File: src/rtl/mc_control_fsm_if.sv
// Memory request/ready handshake between the multicycle control unit (master)
// and the memory system (slave).
interface mc_control_fsm_if;
  logic mem_req;
  logic mem_we;
  logic iord;
  logic mem_ready;

  modport master (
    output mem_req,
    output mem_we,
    output iord,
    input  mem_ready
  );

  modport slave (
    input  mem_req,
    input  mem_we,
    input  iord,
    output mem_ready
  );
endinterface

File: src/rtl/mc_control_fsm.sv
// Moore control FSM for the MIPS multicycle datapath with a timed memory handshake.
// Optional macro MC_JAL_EN adds the JAL instruction (state 14).
module mc_control_fsm #(
  parameter int MEM_TIMEOUT = 16
) (
  input  logic                    clk,
  input  logic                    reset,
  mc_control_fsm_if.master        mem,
  input  logic [5:0]              opcode,
  input  logic                    zero,
  output logic                    ir_write,
  output logic                    pc_write,
  output logic                    reg_write,
  output logic [1:0]              reg_dst,
  output logic [1:0]              mem_to_reg,
  output logic                    alu_src_a,
  output logic [2:0]              alu_src_b,
  output logic [1:0]              alu_op,
  output logic [2:0]              pc_src,
  output logic                    illegal_op,
  output logic                    mem_err,
  output logic [3:0]              state_dbg
);

  localparam int CNT_W = (MEM_TIMEOUT > 1) ? $clog2(MEM_TIMEOUT) : 1;

  localparam logic [5:0] OP_RTYPE = 6'b000000;
  localparam logic [5:0] OP_LW    = 6'b100011;
  localparam logic [5:0] OP_SW    = 6'b101011;
  localparam logic [5:0] OP_BEQ   = 6'b000100;
  localparam logic [5:0] OP_BNE   = 6'b000101;
  localparam logic [5:0] OP_ADDI  = 6'b001000;
  localparam logic [5:0] OP_ORI   = 6'b001101;
  localparam logic [5:0] OP_J     = 6'b000010;
`ifdef MC_JAL_EN
  localparam logic [5:0] OP_JAL   = 6'b000011;
`endif

  typedef enum logic [3:0] {
    FETCH   = 4'd0,
    DECODE  = 4'd1,
    MEMADR  = 4'd2,
    MEMRD   = 4'd3,
    MEMWB   = 4'd4,
    MEMWR   = 4'd5,
    EXEC    = 4'd6,
    ALUWB   = 4'd7,
    BRANCH  = 4'd8,
    ADDIEX  = 4'd9,
    ORIEX   = 4'd10,
    IWB     = 4'd11,
    JUMP    = 4'd12,
`ifdef MC_JAL_EN
    ILLEGAL = 4'd13,
    JAL     = 4'd14
`else
    ILLEGAL = 4'd13
`endif
  } state_t;

  state_t             state;
  state_t             state_next;
  logic [5:0]         op_lat;
  logic [CNT_W-1:0]   wait_cnt;
  logic               illegal_q;
  logic               mem_err_q;
  logic               in_mem;
  logic               timeout;
  logic               mem_req_c;
  logic               mem_we_c;
  logic               iord_c;

  always_ff @(posedge clk) begin
    if (reset) begin
      state     <= FETCH;
      wait_cnt  <= '0;
      illegal_q <= 1'b0;
      mem_err_q <= 1'b0;
    end else begin
      state <= state_next;
      // The wait counter restarts whenever a memory state is (re)entered.
      if (timeout || (state_next != state))
        wait_cnt <= '0;
      else if (in_mem)
        wait_cnt <= wait_cnt + 1'b1;
      if (state_next == ILLEGAL)
        illegal_q <= 1'b1;
      if (timeout)
        mem_err_q <= 1'b1;
    end
  end

  // Branch polarity and lw/sw choice come from the opcode seen in DECODE.
  always_ff @(posedge clk) begin
    if (state == DECODE)
      op_lat <= opcode;
  end

  assign in_mem = (state == FETCH) || (state == MEMRD) || (state == MEMWR);

  always_comb begin
    state_next = state;
    timeout    = 1'b0;
    mem_req_c  = 1'b0;
    mem_we_c   = 1'b0;
    iord_c     = 1'b0;
    ir_write   = 1'b0;
    pc_write   = 1'b0;
    reg_write  = 1'b0;
    reg_dst    = 2'b00;
    mem_to_reg = 2'b00;
    alu_src_a  = 1'b0;
    alu_src_b  = 3'b000;
    alu_op     = 2'b00;
    pc_src     = 3'b000;
    if (!reset) begin
      timeout = in_mem && !mem.mem_ready && (MEM_TIMEOUT != 0) &&
                (wait_cnt == CNT_W'(MEM_TIMEOUT - 1));
      case (state)
        FETCH: begin
          mem_req_c = 1'b1;
          alu_src_b = 3'b001;
          ir_write  = mem.mem_ready;
          pc_write  = mem.mem_ready;
          if (mem.mem_ready)
            state_next = DECODE;
        end
        DECODE: begin
          alu_src_b = 3'b011;
          case (opcode)
            OP_RTYPE:       state_next = EXEC;
            OP_LW, OP_SW:   state_next = MEMADR;
            OP_BEQ, OP_BNE: state_next = BRANCH;
            OP_ADDI:        state_next = ADDIEX;
            OP_ORI:         state_next = ORIEX;
            OP_J:           state_next = JUMP;
`ifdef MC_JAL_EN
            OP_JAL:         state_next = JAL;
`endif
            default:        state_next = ILLEGAL;
          endcase
        end
        MEMADR: begin
          alu_src_a  = 1'b1;
          alu_src_b  = 3'b010;
          state_next = (op_lat == OP_SW) ? MEMWR : MEMRD;
        end
        MEMRD: begin
          mem_req_c = 1'b1;
          iord_c    = 1'b1;
          if (mem.mem_ready)
            state_next = MEMWB;
          else if (timeout)
            state_next = FETCH;
        end
        MEMWB: begin
          reg_write  = 1'b1;
          mem_to_reg = 2'b01;
          state_next = FETCH;
        end
        MEMWR: begin
          mem_req_c = 1'b1;
          mem_we_c  = 1'b1;
          iord_c    = 1'b1;
          if (mem.mem_ready || timeout)
            state_next = FETCH;
        end
        EXEC: begin
          alu_src_a  = 1'b1;
          alu_op     = 2'b10;
          state_next = ALUWB;
        end
        ALUWB: begin
          reg_write  = 1'b1;
          reg_dst    = 2'b01;
          state_next = FETCH;
        end
        BRANCH: begin
          alu_src_a  = 1'b1;
          alu_op     = 2'b01;
          pc_src     = 3'b001;
          pc_write   = (op_lat == OP_BNE) ? ~zero : zero;
          state_next = FETCH;
        end
        ADDIEX: begin
          alu_src_a  = 1'b1;
          alu_src_b  = 3'b010;
          state_next = IWB;
        end
        ORIEX: begin
          alu_src_a  = 1'b1;
          alu_src_b  = 3'b100;
          alu_op     = 2'b11;
          state_next = IWB;
        end
        IWB: begin
          reg_write  = 1'b1;
          state_next = FETCH;
        end
        JUMP: begin
          pc_write   = 1'b1;
          pc_src     = 3'b010;
          state_next = FETCH;
        end
`ifdef MC_JAL_EN
        JAL: begin
          reg_write  = 1'b1;
          reg_dst    = 2'b10;
          mem_to_reg = 2'b10;
          pc_write   = 1'b1;
          pc_src     = 3'b010;
          state_next = FETCH;
        end
`endif
        default: state_next = FETCH;
      endcase
    end
  end

  assign mem.mem_req  = mem_req_c;
  assign mem.mem_we   = mem_we_c;
  assign mem.iord     = iord_c;
  assign illegal_op   = illegal_q & ~reset;
  assign mem_err      = mem_err_q & ~reset;
  assign state_dbg    = reset ? 4'd0 : state;

endmodule

File: src/flat_wrapper.sv
// flat-port wrapper written by rule: the top's interface ports become plain ports
module mc_control_fsm_flat 
#(
  parameter int MEM_TIMEOUT = 16
)
  (clk, reset, opcode, zero, ir_write, pc_write, reg_write, reg_dst, mem_to_reg, alu_src_a, alu_src_b, alu_op, pc_src, illegal_op, mem_err, state_dbg, mem_mem_req, mem_mem_we, mem_iord, mem_mem_ready);
  mc_control_fsm_if mem_i ();
  input  logic clk;
  input  logic reset;
  input  logic [5:0] opcode;
  input  logic zero;
  output logic ir_write;
  output logic pc_write;
  output logic reg_write;
  output logic [1:0] reg_dst;
  output logic [1:0] mem_to_reg;
  output logic alu_src_a;
  output logic [2:0] alu_src_b;
  output logic [1:0] alu_op;
  output logic [2:0] pc_src;
  output logic illegal_op;
  output logic mem_err;
  output logic [3:0] state_dbg;
  output wire logic [$bits(mem_i.mem_req)-1:0] mem_mem_req;
  output wire logic [$bits(mem_i.mem_we)-1:0] mem_mem_we;
  output wire logic [$bits(mem_i.iord)-1:0] mem_iord;
  input wire logic [$bits(mem_i.mem_ready)-1:0] mem_mem_ready;
  assign mem_mem_req = mem_i.mem_req;
  assign mem_mem_we = mem_i.mem_we;
  assign mem_iord = mem_i.iord;
  assign mem_i.mem_ready = mem_mem_ready;
  mc_control_fsm #(.MEM_TIMEOUT(MEM_TIMEOUT)) u_core (.clk(clk), .reset(reset), .mem(mem_i), .opcode(opcode), .zero(zero), .ir_write(ir_write), .pc_write(pc_write), .reg_write(reg_write), .reg_dst(reg_dst), .mem_to_reg(mem_to_reg), .alu_src_a(alu_src_a), .alu_src_b(alu_src_b), .alu_op(alu_op), .pc_src(pc_src), .illegal_op(illegal_op), .mem_err(mem_err), .state_dbg(state_dbg));
endmodule
File: config.mk
export PLATFORM = sky130hd
export DESIGN_NAME = mc_control_fsm_flat
export DESIGN_NICKNAME = d
export VERILOG_FILES = /design/src/rtl/mc_control_fsm_if.sv /design/src/rtl/mc_control_fsm.sv /design/src/flat_wrapper.sv
export SDC_FILE = /design/constraint.sdc
export NUM_CORES = 1
export LEC_CHECK = 0
export CORE_MARGIN = 4
export CORE_UTILIZATION = 48
export DETAILED_ROUTE_END_ITERATION = 12
export PLACE_DENSITY = 0.85
export SETUP_SLACK_MARGIN = 0.5
export SLEW_MARGIN = 30
export SYNTH_ARGS = -nofsm -noshare
export SYNTH_HDL_FRONTEND = slang
export SYNTH_SLANG_ARGS = --single-unit
File: constraint.sdc
create_clock -name clk -period 1.95 [get_ports clk]
set_input_delay 0.2925 -clock clk [delete_from_list [all_inputs] [get_ports clk]]
set_output_delay 0.2925 -clock clk [all_outputs]
set_load 0.02 [all_outputs]
==> results of run 1 <==
-- per-stage QoR --
step                instances  TNS, ns
detailed placement        249   -6.144
floorplan                 164        0
global placement          249   -5.137
-- cell families after synthesis --
group	synth area share, %
other cells	0.2882
compound gates	21.63
buf+inv	8.269
simple gates	36.25
flops	29.23
fa+ha+maj	0.9614
xor+xnor	3.366
-- cell usage after synthesis (4+ instances only) --
cell type / count / share of area, %
sky130_fd_sc_hd__edfxtp_1: 6 / 14
sky130_fd_sc_hd__nor3_1: 4 / 1.5
sky130_fd_sc_hd__a21oi_1: 5 / 1.9
sky130_fd_sc_hd__clkbuf_1: 5 / 1.4
sky130_fd_sc_hd__nand3_1: 8 / 3.1
sky130_fd_sc_hd__nand2b_1: 4 / 1.9
sky130_fd_sc_hd__nor2_1: 26 / 7.5
sky130_fd_sc_hd__nor2b_1: 9 / 4.3
sky130_fd_sc_hd__nand2_1: 8 / 2.3
sky130_fd_sc_hd__o21ai_0: 6 / 2.3
sky130_fd_sc_hd__dfxtp_1: 10 / 15
==> impl_summary.log, run 1 <==
[metrics] Top Ports: 35
[metrics] Synth warnings: 0
[metrics] total number of placement rows: 18
[metrics] root buffer cell: sky130_fd_sc_hd__clkbuf_4
[metrics] Post-Syn Area per Cell: between 8 and 9 µm²
[metrics] Cell variety after synth: 60
[metrics] count of mapped cells out of synthesis: roughly 160
[metrics] weighted congestion reported at the end of routability-driven placement: around 0.86
[metrics] deepest level of the CTS H-tree: 1
[metrics] Port-buffer cells: 31
[metrics] pre-CTS setup slack: -0.3271 ns
[metrics] Die X-Extent: between 60 and 70 µm
[metrics] error message: [ERROR DPL-0038] Utilization greater than 100%, impossible to legalize
[metrics] total placed instance area: roughly 2000 µm²
[metrics] Mapped Area: 1301 µm²
[metrics] clk buf depth: 2
[metrics] result of the run: did not finish
[metrics] asr flop ratio synth: 0%
[metrics] synthesized flop and latch total: 16
[metrics] count of hold buffers inserted by post-cts repair: 0
[metrics] count of flip-flops with a built-in enable after synthesis: 6
[metrics] effective utilization at floorplan: around 52%
[metrics] Num CTS Buffers: 3
[metrics] Vert. Die Dim: around 60 µm
[metrics] half-perimeter wire length after detailed placement: a little over 3000 µm
[metrics] number of cells upsized or downsized after cts: approximately 220
[metrics] clock sink total: 16
[metrics] fraction of the yosys area taken by sequential cells: around 30%
[metrics] stage reached: clock tree synthesis (4_1_cts)
[metrics] post-CTS setup buffer count: 25
[metrics] most used flip-flop cell after synthesis: sky130_fd_sc_hd__dfxtp_1
==> run 2: changes to the inputs <==
--- a/config.mk
+++ b/config.mk
@@ -5,11 +5,10 @@
 export SDC_FILE = /design/constraint.sdc
 export NUM_CORES = 1
 export LEC_CHECK = 0
-export CORE_MARGIN = 4
-export CORE_UTILIZATION = 48
+export CORE_AREA = 4 4 65 67
 export DETAILED_ROUTE_END_ITERATION = 12
-export PLACE_DENSITY = 0.85
-export SETUP_SLACK_MARGIN = 0.5
+export DIE_AREA = 0 0 69 71
+export PLACE_DENSITY_LB_ADDON = 0.15
 export SLEW_MARGIN = 30
 export SYNTH_ARGS = -nofsm -noshare
 export SYNTH_HDL_FRONTEND = slang
==> impl_summary.log, run 2 <==
[metrics] result of the run: complete, no violations
[metrics] hold violation count in the final report: 0
[metrics] overall global routing resource usage: between 10% and 20%
[metrics] first-pass GRT wire length: approximately 6500 µm
[metrics] Peak Freq: ~0.53 GHz
[metrics] Vert. Die Dim: 71 µm (+18%)
[metrics] clock-pin slew on the worst setup and hold paths: 0.07 ns
[metrics] most used flip-flop cell after synthesis: sky130_fd_sc_hd__dfxtp_1
[metrics] Top Ports: 35 (unchanged)
[metrics] depth of the worst register-to-register path: 7
[metrics] fraction of the yosys area taken by sequential cells: 29.23% (unchanged)
[metrics] post-DR wirelength/cell: roughly 14 µm
[metrics] total area of sequential cells: 392.9 µm²
[metrics] synthesized flop and latch total: 16 (unchanged)
[metrics] startpoint of the tightest hold check path: u_core.mem_err_q
[metrics] fin area: just over 2000 µm²
[metrics] crit path cell chain: clkdlybuf4s50_1 -> or3_4 -> nor2_1 -> clkdlybuf4s15_2
[metrics] worst path required time: roughly 1.7 ns
[metrics] DRT Pass-1 Iters: 4
[metrics] floorplan core area: approximately 3600 µm²
[metrics] Filler Cell Count: between 300 and 400
[metrics] area of the die: between 4000 and 5000 µm²
[metrics] Worst Setup Start Kind: input port
[metrics] count of flip-flops with a built-in enable after synthesis: 6 (unchanged)
[metrics] Arrival @ worst endpoint: between 1.5 and 2 ns
[metrics] largest net degree at the start of global routing: 15
[metrics] count of mapped cells out of synthesis: 162 (unchanged)
[metrics] asr flop ratio synth: 0% (unchanged)
[metrics] Static Leak: around 0.00090 µW
[metrics] portion of the clock cycle consumed by the worst path in the final layout: a little over nine tenths
[metrics] setup slack of the most critical reg-to-reg path: ~0.072 ns
[metrics] nature of the critical path endpoint: output pin
[metrics] maximum net fanout on the critical path: 5
[metrics] clock network fraction of total power: 14.7%
[metrics] Layout Skew: ~0.0016 ns
[metrics] Mapped Area: 1301 µm² (unchanged)
[metrics] internal power: around 1100 µW
[metrics] via count: approximately 1400
[metrics] total number of placement rows: 22 (+4)
[metrics] Post-Layout Cell Count: roughly 280
[metrics] most frequent cells in the layout: sky130_fd_sc_hd__buf_4 (50), sky130_fd_sc_hd__nor2_1 (26), sky130_fd_sc_hd__dlygate4sd2_1 (13)
[metrics] critical path's slowest cell: sky130_fd_sc_hd__clkdlybuf4s50_1
[metrics] Cell variety after synth: 60 (unchanged)
[metrics] Setup Viol. Count Final: 0
[metrics] Die X-Extent: 69 µm (+15%)
[metrics] share of total power in sequential cells: between 20% and 30%
[metrics] count of hold buffers inserted by post-cts repair: 0 (unchanged)
[metrics] Vias per Instance: 5.078
[metrics] Gate power share: 57.2%
[metrics] top cells by count, synth: sky130_fd_sc_hd__nor2_1 (26), sky130_fd_sc_hd__dfxtp_1 (10), sky130_fd_sc_hd__nor2b_1 (9)
[metrics] Num CTS Buffers: 3 (unchanged)
[metrics] residual antenna-violating net count after detailed routing: 0
[metrics] highest cell delay on the worst timing path: 0.50 ns
[metrics] number of global-route vias before repair: about 1400
[metrics] clock tree from TritonCTS: done
[metrics] clk buf depth: 2 (unchanged)
[metrics] largest area contributor in the netlist: sky130_fd_sc_hd__dfxtp_1
[metrics] Post-layout nets: roughly 250
[metrics] flip-flop count of the largest register, all copies and words added: 6
[metrics] number of DRC violations after detailed routing: 0
[metrics] final worst slack: 0.07177 ns
[metrics] Worst-Skew Late Latency: between 0.2 and 0.3 ns
[metrics] buffers and inverters on the worst path: 2
[metrics] root buffer cell: sky130_fd_sc_hd__clkbuf_8
[metrics] Synth warnings: 0 (unchanged)
[metrics] share of the core filled with cells: a little under three fifths
[metrics] effective utilization at floorplan: 35.81% (-16 points)
[metrics] final global-route overflow total: 0
[metrics] number of pins exceeding their max-slew limit in the final report: 0
[metrics] routed wire length: around 4000 µm
[metrics] clock period minus final worst setup slack: about 1.9 ns
[metrics] total inserted antenna cells: 0
[metrics] switching power of the nets: slightly below 700 µW
[metrics] category of the most critical setup path: in -> out
[metrics] power density normalized to cell area: 869.9 nW/µm²
[metrics] sw frac: approximately two fifths
[metrics] Max Cap Violations: 0
[metrics] pre-CTS setup slack: -0.3897 ns (-0.06257 ns)
[metrics] top area cells in the synthesized netlist: sky130_fd_sc_hd__dfxtp_1 (15%), sky130_fd_sc_hd__edfxtp_1 (14%), sky130_fd_sc_hd__nor2_1 (7.5%), sky130_fd_sc_hd__nor2b_1 (4.3%), sky130_fd_sc_hd__nand3_1 (3.1%)
[metrics] half-perimeter wire length after detailed placement: 3155 µm (+2.6%)
[metrics] largest register by flop count: u_core.op_lat
[metrics] Hold Path End: u_core.mem_err_q
[metrics] total area of multi-input combinational cells: 887.1 µm²
[metrics] highest ir drop seen on vdd: between 0.6 and 0.7 mV
[metrics] critical register-to-register path endpoint: u_core.wait_cnt[3]
[metrics] crit-path leading delay family: buffers and inverters
[metrics] number of antenna violations at the first check in global routing: 0
[metrics] DRC marker count from the first detailed-route iteration: 31
[metrics] weighted congestion reported at the end of routability-driven placement: 0.8897 (+3.9%)
[metrics] most frequent cell after synthesis: sky130_fd_sc_hd__nor2_1
[metrics] deepest level of the CTS H-tree: 1 (unchanged)
[metrics] cell depth of the worst min-delay path: 2
[metrics] total placed instance area: 1944 µm² (-2.8%)
[metrics] Port-buffer cells: 31 (unchanged)
[metrics] largest registers ranked by flip-flop count: u_core.op_lat: 6 flops, u_core.state: 4 flops, u_core.wait_cnt: 4 flops
[metrics] unrepaired setup endpoints after global routing: true
[metrics] proportion of netlist area held by the largest area contributor: 15.38% (unchanged)
[metrics] fraction of final layout cells sized beyond drive strength 1: 40.00%
[metrics] area growth from synthesis to final layout: 55.96%
[metrics] worst min path class: reg -> reg
[metrics] launch instance of the worst register-to-register path: u_core.state[2]
[metrics] clock sink total: 16 (unchanged)
[metrics] Post-Syn Area per Cell: 8.032 µm² (unchanged)
[metrics] most common library cell in the layout ignoring fill and taps: sky130_fd_sc_hd__buf_4
[metrics] Placed Cells incl. Taps: 276 (+11%)
## run 2: worst max path at each step
stage | cells after the start | startpoint | slack [ns] | endpoint
after floorplan | 4 | u_core.state[1] | 0.07 | alu_src_a
after global placement | 7 | opcode[2] | -0.33 | u_core.illegal_q
after detailed placement | 7 | opcode[2] | -0.39 | u_core.wait_cnt[3]
after CTS | 7 | u_core.state[1] | 0.002 | u_core.wait_cnt[2]
after global routing | 7 | u_core.state[2] | -0.04 | u_core.wait_cnt[3]
final | 4 | reset | 0.07 | pc_src[0]
## run 2: layout make-up
class / instances / area share, %
clock buffer: 3 / 2.035
clock inverter: 1 / 0.1850
inverter: 5 / 0.9248
multi-input combinational: 129 / 43.71
sequential: 16 / 19.36
tap: 48 / 2.959
timing repair buffer: 81 / 30.83
## run 2: kinds of logic (layout without fill, tap and decap cells)
kind of cell / count (synthesis) / in the layout / share of synthesized area (%)
AND/OR/NAND/NOR: 85 / 85 / 36.25
AO/OA/AOI/OAI: 35 / 35 / 21.63
buffers and inverters: 19 / 90 / 8.269
flip-flops: 16 / 16 / 29.23
XOR/XNOR: 5 / 5 / 3.366
adder cells (fa/ha/maj): 1 / 1 / 0.9614
other: 1 / 3 / 0.2882
## run 2: stage by stage
step | setup TNS (ns) | total power, µW | hold WS, ns
global route | -0.06762 | 1897 | 0.5017
finish | 0 | 1765 | 0.4698
detailed placement | -6.539 | 1449 | 0.4584
global placement | -5.465 | 1433 | 0.4464
floorplan | 0 | 1024 | 0.3914
CTS | 0 | 1718 | 0.4777
## run 2: worst reg2reg max path: cells and delay by family (launching register included)
kind	cells	cell delay, ns
AOI/OAI and AO/OA	4	0.63
buffers and inverters	1	0.13
DFF	1	0.37
and+or+nand+nor	2	0.67
## run 2: what timing repair did
action | in CTS | in global routing
pin swaps | 7 | 11
setup endpoints to repair | 27 | 20
hold endpoints to repair | 0 | 0
resized for setup | 49 | 35
gates cloned | 0 | 0
buffers inserted | 1 | 2
## run 2: metal layers
layer | track usage [%] | part of all wire, %
met5 | 0 | 0
met4 | 3.254 | 0.61
met3 | 2.983 | 4.4
met2 | 27.86 | 47
met1 | 20.84 | 47
## run 2: power groups by stage
stage,registers (µW),clock network [µW],logic (µW)
2_1_floorplan,443,0,581
3_3_place_gp,489,0,944
3_5_place_dp,492,0,957
4_1_cts,494,268,956
5_1_grt,510,290,1100
6_report,497,259,1010
No activity file was read; power rests on OpenSTA's default activity.
==> variant 1, RTL diff (settings of run 2) <==
Reset style: asynchronous (`reset`), changed in one clocked block.
--- a/src/rtl/mc_control_fsm.sv
+++ b/src/rtl/mc_control_fsm.sv
@@ -70,7 +70,7 @@
   logic               mem_we_c;
   logic               iord_c;
 
-  always_ff @(posedge clk) begin
+  always_ff @(posedge clk or posedge reset) begin
     if (reset) begin
       state     <= FETCH;
       wait_cnt  <= '0;
Check against the original RTL: no difference found for any inputs over 10 cycles, from zero or initial values and one cycle with reset high; that may be too few to reach the edited logic, so the function may still have changed.
==> variant 1 against run 2 <==
Cell area grew 16%; routed wire length grew 22%; setup slack lost 0.059 ns; die area is the same; sequential cell count is the same; area after synthesis grew 14%; critical path type is now flip-flop to output pin; largest cell class unchanged; highest routed layer unchanged.
Power is not compared: it rests on default switching activity, and its combinational part moved more than twofold at a synthesized area within 25%.
==> variant 1: results (changes against run 2) <==
GRT
  • GRT Total Usage: 19.04% (+3.0 points)
  • First-pass GRT wire length: 7679 um (+19%)
  • Vias in the first global route: 1630 (+17%)
  • Pin count of the biggest net entering global routing: 14 (-1)
  • Initial antenna violation count: 0 (unchanged)

Finish
  • Share of cells above drive strength 1: 37.31% (-2.7 points)
  • Antenna cells: 0 (unchanged)
  • Top flop regs: u_core.op_lat x6, u_core.state x4, u_core.wait_cnt x4
  • Fin nets: 280 (+13%)
  • Non-filler cells, final: 316 (+12%)

Placement
  • Final Wtd Congestion: 0.9297 (+4.5%)
  • Post-DP HPWL: 3695 um (+17%)
  • # placed instances: 309 (+12%)

Status
  • Status: finished, final reports clean

Synthesis
  • Synth top area share: 16.86% (+1.5 points)
  • Netlist cell types: 54 (-10%)
  • Post-Syn Instances: 190 (+17%)
  • Async S/R FF share, synth: 62.50% (+63 points)
  • Ys Warns: 0 (unchanged)
  • Register area share after synthesis: 29.01% (-0.23 points)
  • EDFF count, synth: 6 (unchanged)
  • Ranking of synthesized cells by instance count: nand2_1, nor2_1, a21oi_1, dfrtp_1, nor2b_1
  • Prevailing post-synth register cell: dfrtp_1
  • Area contributors post-synth: dfrtp_1, edfxtp_1, a21oi_1

Detailed routing
  • 1st-pass router iterations: 5 (+1)
  • Via count: 1738 (+21%)
  • First DRT Iteration DRCs: 128 (+310%)
  • Post-DR wirelength/cell: 15.09 um (+9.1%)

Worst setup path
  • R2R setup slack: 0.04 ns (-0.03 ns)
  • Max incr delay on CP: 0.39 ns (-0.11 ns)
  • CP top delay family: simple AND/OR/NAND/NOR gates
  • R2R cell count: 7 (unchanged)
  • RR Startpoint: u_core.state[0]
  • Slowest CP cell: edfxtp_1
  • Arrival time at the worst endpoint: 1.64 ns (+0.05 ns)
  • Max FO, Critical Path: 2 (-3)
  • Worst R2R End: u_core.wait_cnt[2]

Clocking
  • Clk buf depth: 2 (unchanged)
  • H-tree depth: 1 (unchanged)
  • Clock-pin slew on the worst setup and hold paths: 0.07 ns (about the same)
  • CTS Buf Count: 3 (unchanged)

Min path
  • Min-delay worst type: flip-flop to flip-flop
  • Worst Hold Path EP: u_core.mem_err_q
  • Hold path depth: 1 (-1)
  • HP Start: u_core.mem_err_q

STA
  • Fin Clk Skew: 0.002375 ns (+0.0007774 ns)
  • Min Hold Slack: 0.4532 ns (-0.01655 ns)

Power
  • Max IR drop VDD: 0.6531 mV
==> variant 1: cell types whose count changed after synthesis, moves of 7 or more <==
cell / delta
a21oi_1: +10
dfrtp_1: +10
dfxtp_1: -10
nand2_1: +10
nor2_1: -10
o21ai_1: +7
==> variant 1: kinds of logic after synthesis <==
| kind of cell | count (synthesis) | share of synthesized area (%) |
|---|---|---|
| flops | 16 | 29.00 |
| simple gates | 88 | 32.80 |
| buf+inv | 22 | 6.914 |
| xor+xnor | 6 | 3.542 |
| other cells | 1 | 0.2527 |
| compound gates | 54 | 25.30 |
| mux | 2 | 1.349 |
| fa+ha+maj | 1 | 0.8430 |
==> variant 1: repair_timing <==
action                                 4_1_cts  5_1_grt
setup endpoints to repair                   27       18
buffers inserted                             0        3
hold buffers                                 0        0
pin swaps                                    8        5
endpoints found under the hold margin        0        0
resized for setup                           62       27
gates cloned                                 0        0
==> variant 1: power by group <==
part	switching (mW)	leakage [nW]	internal, mW
clock	0.119	0.0231	0.140
combinational	1.20	0.835	1.01
sequential	0.0808	0.185	0.455
total	1.40	1.04	1.61
==> variant 1: through the flow <==
stage	util [%]	TNS [ns]	cell area, um2	worst slack, ns
2_1_floorplan	-	0	1496	0.09564
3_3_place_gp	60.33	-4.651	2192	-0.3049
3_5_place_dp	60.33	-5.448	2192	-0.3309
4_1_cts	63.60	-0.1476	2311	-0.1476
5_1_grt	64.77	-0.2816	2354	-0.07000
6_report	64.77	0	2354	0.01305
==> variant 1: worst max path at each step <==
stage,from,to,slack (ns),cells after the start
final,u_core.op_lat[1],pc_write,0.01,6
after global routing,u_core.op_lat[1],pc_write,-0.07,6
after CTS,u_core.op_lat[4],pc_write,-0.15,6
after detailed placement,opcode[2],u_core.wait_cnt[1],-0.33,7
after global placement,opcode[0],u_core.illegal_q,-0.30,7
after floorplan,u_core.state[1],pc_write,0.1,4
==> variant 1: metal layers <==
metal	track usage, %	vias up	wire, um
li1	-	839	-
met1	25.74	816	2041
met2	30.72	77	2321
met3	4.119	6	351
met4	5.206	0	54
met5	0	-	0
==> variant 1: layout make-up <==
class                      instances  area (um2)
fill                             327        1280
multi-input combinational        154        1090
timing repair buffer              88       704.4
sequential                        16       431.7
tap                               48       60.06
clock buffer                       3       41.29
inverter                           6       22.52
clock inverter                     1       3.754
==> variant 2, RTL diff (settings of run 2) <==
Made on the original files. `MEM_TIMEOUT` is set to 16 in 2 places; all go to 64.
--- a/src/rtl/mc_control_fsm.sv
+++ b/src/rtl/mc_control_fsm.sv
@@ -1,7 +1,7 @@
 // Moore control FSM for the MIPS multicycle datapath with a timed memory handshake.
 // Optional macro MC_JAL_EN adds the JAL instruction (state 14).
 module mc_control_fsm #(
-  parameter int MEM_TIMEOUT = 16
+  parameter int MEM_TIMEOUT = 64
 ) (
   input  logic                    clk,
   input  logic                    reset,
--- a/src/flat_wrapper.sv
+++ b/src/flat_wrapper.sv
@@ -1,7 +1,7 @@
 // flat-port wrapper written by rule: the top's interface ports become plain ports
 module mc_control_fsm_flat 
 #(
-  parameter int MEM_TIMEOUT = 16
+  parameter int MEM_TIMEOUT = 64
 )
   (clk, reset, opcode, zero, ir_write, pc_write, reg_write, reg_dst, mem_to_reg, alu_src_a, alu_src_b, alu_op, pc_src, illegal_op, mem_err, state_dbg, mem_mem_req, mem_mem_we, mem_iord, mem_mem_ready);
   mc_control_fsm_if mem_i ();
Check against the original RTL: same outputs for any inputs over 10 cycles, from zero or initial values and one cycle with reset high; that may be too few to reach the edited logic, so the function may still have changed.
==> variant 2 against run 2 <==
Routed wire length is 12% higher; cell area is 5.1% higher; the flow now finishes with violations (negative setup slack); setup slack worse by 0.18 ns; area after synthesis is 2.1% higher; sequential cell count is 2 higher; clock power is 5% higher; power is 25% higher; global-route usage is 2.1 points higher; highest routed layer unchanged.
==> variant 2: results (changes against run 2) <==
Status
  • Status: finished with violations
  • Violated checks: negative setup slack

Synthesis
  • Ranking of synthesized cells by instance count: nor2_1, nor3_1, dfxtp_1, nand2_1
  • Netlist cell types: 50 (-17%)
  • Mean Syn Cell Area: 7.863 um2 (-2.1%)
  • Area contributors post-synth: dfxtp_1, edfxtp_1, nor3_1
  • Mux contribution to synthesized area: 1.507% (+1.5 points)
  • Register area share after synthesis: 31.64% (+2.4 points)
  • Xor/xnor share of the synthesized area: 5.273% (+1.9 points)
  • Area share of fa/ha/maj cells after synthesis: 2.542% (+1.6 points)
  • Synth Area in Compound Gates: 19.59% (-2.0 points)

Power
  • LEAKAGE: 0.9325 nW (+3.7%)
  • Combinational fraction of design power: 62.3% (+5.1 points)
  • P_sw: 0.9222 mW (+34%)
  • Max IR drop VDD: 0.7784 mV (+18%)
  • Clk pwr share: 12.3% (-2.4 points)

Detailed routing
  • Metal2 WL: 2309 um (+24%)
  • Routed wire length: 4386 um (+12%)
  • Via count: 1574 (+9.5%)
  • First DRT Iteration DRCs: 84 (+170%)

Worst setup path
  • Critical path startpoint: u_core.state[1]
  • R2R cell count: 5 (-2)
  • Max FO, Critical Path: 8 (+3)
  • Slowest CP cell: or4_4
  • CP endpoint: u_core.wait_cnt[3]
  • Arrival time at the worst endpoint: 2.23 ns (+0.64 ns)
  • Max incr delay on CP: 0.48 ns (-0.02 ns)

Finish
  • Top flop regs: u_core.op_lat x6, u_core.wait_cnt x6, u_core.state x4
  • Fin nets: 258 (+4.5%)
  • Share of cells above drive strength 1: 36.99% (-3.0 points)
  • Non-filler cells, final: 294 (+3.9%)

STA
  • Final Worst Setup Slack: -0.1034 ns (-0.1751 ns)
  • Fin Clk Skew: 0.0005414 ns (-0.001056 ns)
  • Final number of setup-violating endpoints: 6 (+6)

Min path
  • Min-delay worst type: flip-flop to flip-flop
  • Hold path depth: 2 (unchanged)

Placement
  • Post-Place Cell Area: 2048 um2 (+5.3%)
  • Post-DP HPWL: 3408 um (+8.0%)
  • Final Wtd Congestion: 0.8523 (-4.2%)

Clocking
  • CTS Buf Count: 3 (unchanged)
  • Post-cts resize count: 68 (+39%)

GRT
  • First-pass GRT wire length: 7307 um (+13%)
  • Pin count of the biggest net entering global routing: 11 (-4)
  • Grt met3 use: 3.409% (+0.43 points)
  • Met1 usage: 22.22% (+1.4 points)
  • Met2 GRT Util: 33.16% (+5.3 points)
  • Vias in the first global route: 1520 (+8.8%)
  • GRT Total Usage: 18.14% (+2.1 points)
## variant 2: changes by cell type after synthesis, moves of 3 or more
cell             run 2  this run
xor2_1               2         5
nand2_1              8        11
buf_6                3         0
nor2_1              26        18
nor4_1               1         4
nand2b_1             4         7
nor2b_1              9         6
nor3_1               4        17
## variant 2: worst min-delay path by stage
stage	startpoint	endpoint	slack, ns
6_report	u_core.mem_err_q	u_core.mem_err_q	0.48
2_1_floorplan	opcode[0]	u_core.op_lat[0]	0.39
3_5_place_dp	u_core.mem_err_q	u_core.mem_err_q	0.47
3_3_place_gp	u_core.mem_err_q	u_core.mem_err_q	0.44
5_1_grt	u_core.mem_err_q	u_core.mem_err_q	0.51
4_1_cts	u_core.mem_err_q	u_core.mem_err_q	0.49
## variant 2: area by class of cell
cell class | count | area (um2)
clock inverter | 1 | 3.754
inverter | 5 | 18.77
clock buffer | 3 | 41.29
multi-input combinational | 134 | 914.6
fill | 364 | 1501
sequential | 18 | 432.9
tap | 48 | 60.06
timing repair buffer | 85 | 660.6
## variant 2: critical path, delay by kind of cell (launching register included)
family,cells,cell delay (ns)
AO/OA/AOI/OAI,1,0.42
XOR/XNOR,1,0.15
adder cells (fa/ha/maj),1,0.33
flip-flops,1,0.38
AND/OR/NAND/NOR,2,0.70
## variant 2: metrics by stage
stage	power (mW)	utilization, %	hold slack [ns]	setup slack [ns]	TNS, ns
after floorplan	1.241	-	0.3914	0.008486	0
after global placement	1.859	56.37	0.4429	-0.4805	-8.145
after detailed placement	1.881	56.37	0.4701	-0.6240	-8.830
after CTS	2.170	57.85	0.4870	-0.07139	-0.2973
after global routing	2.369	58.68	0.5111	-0.1612	-0.8967
final	2.215	58.68	0.4768	-0.1034	-0.3788
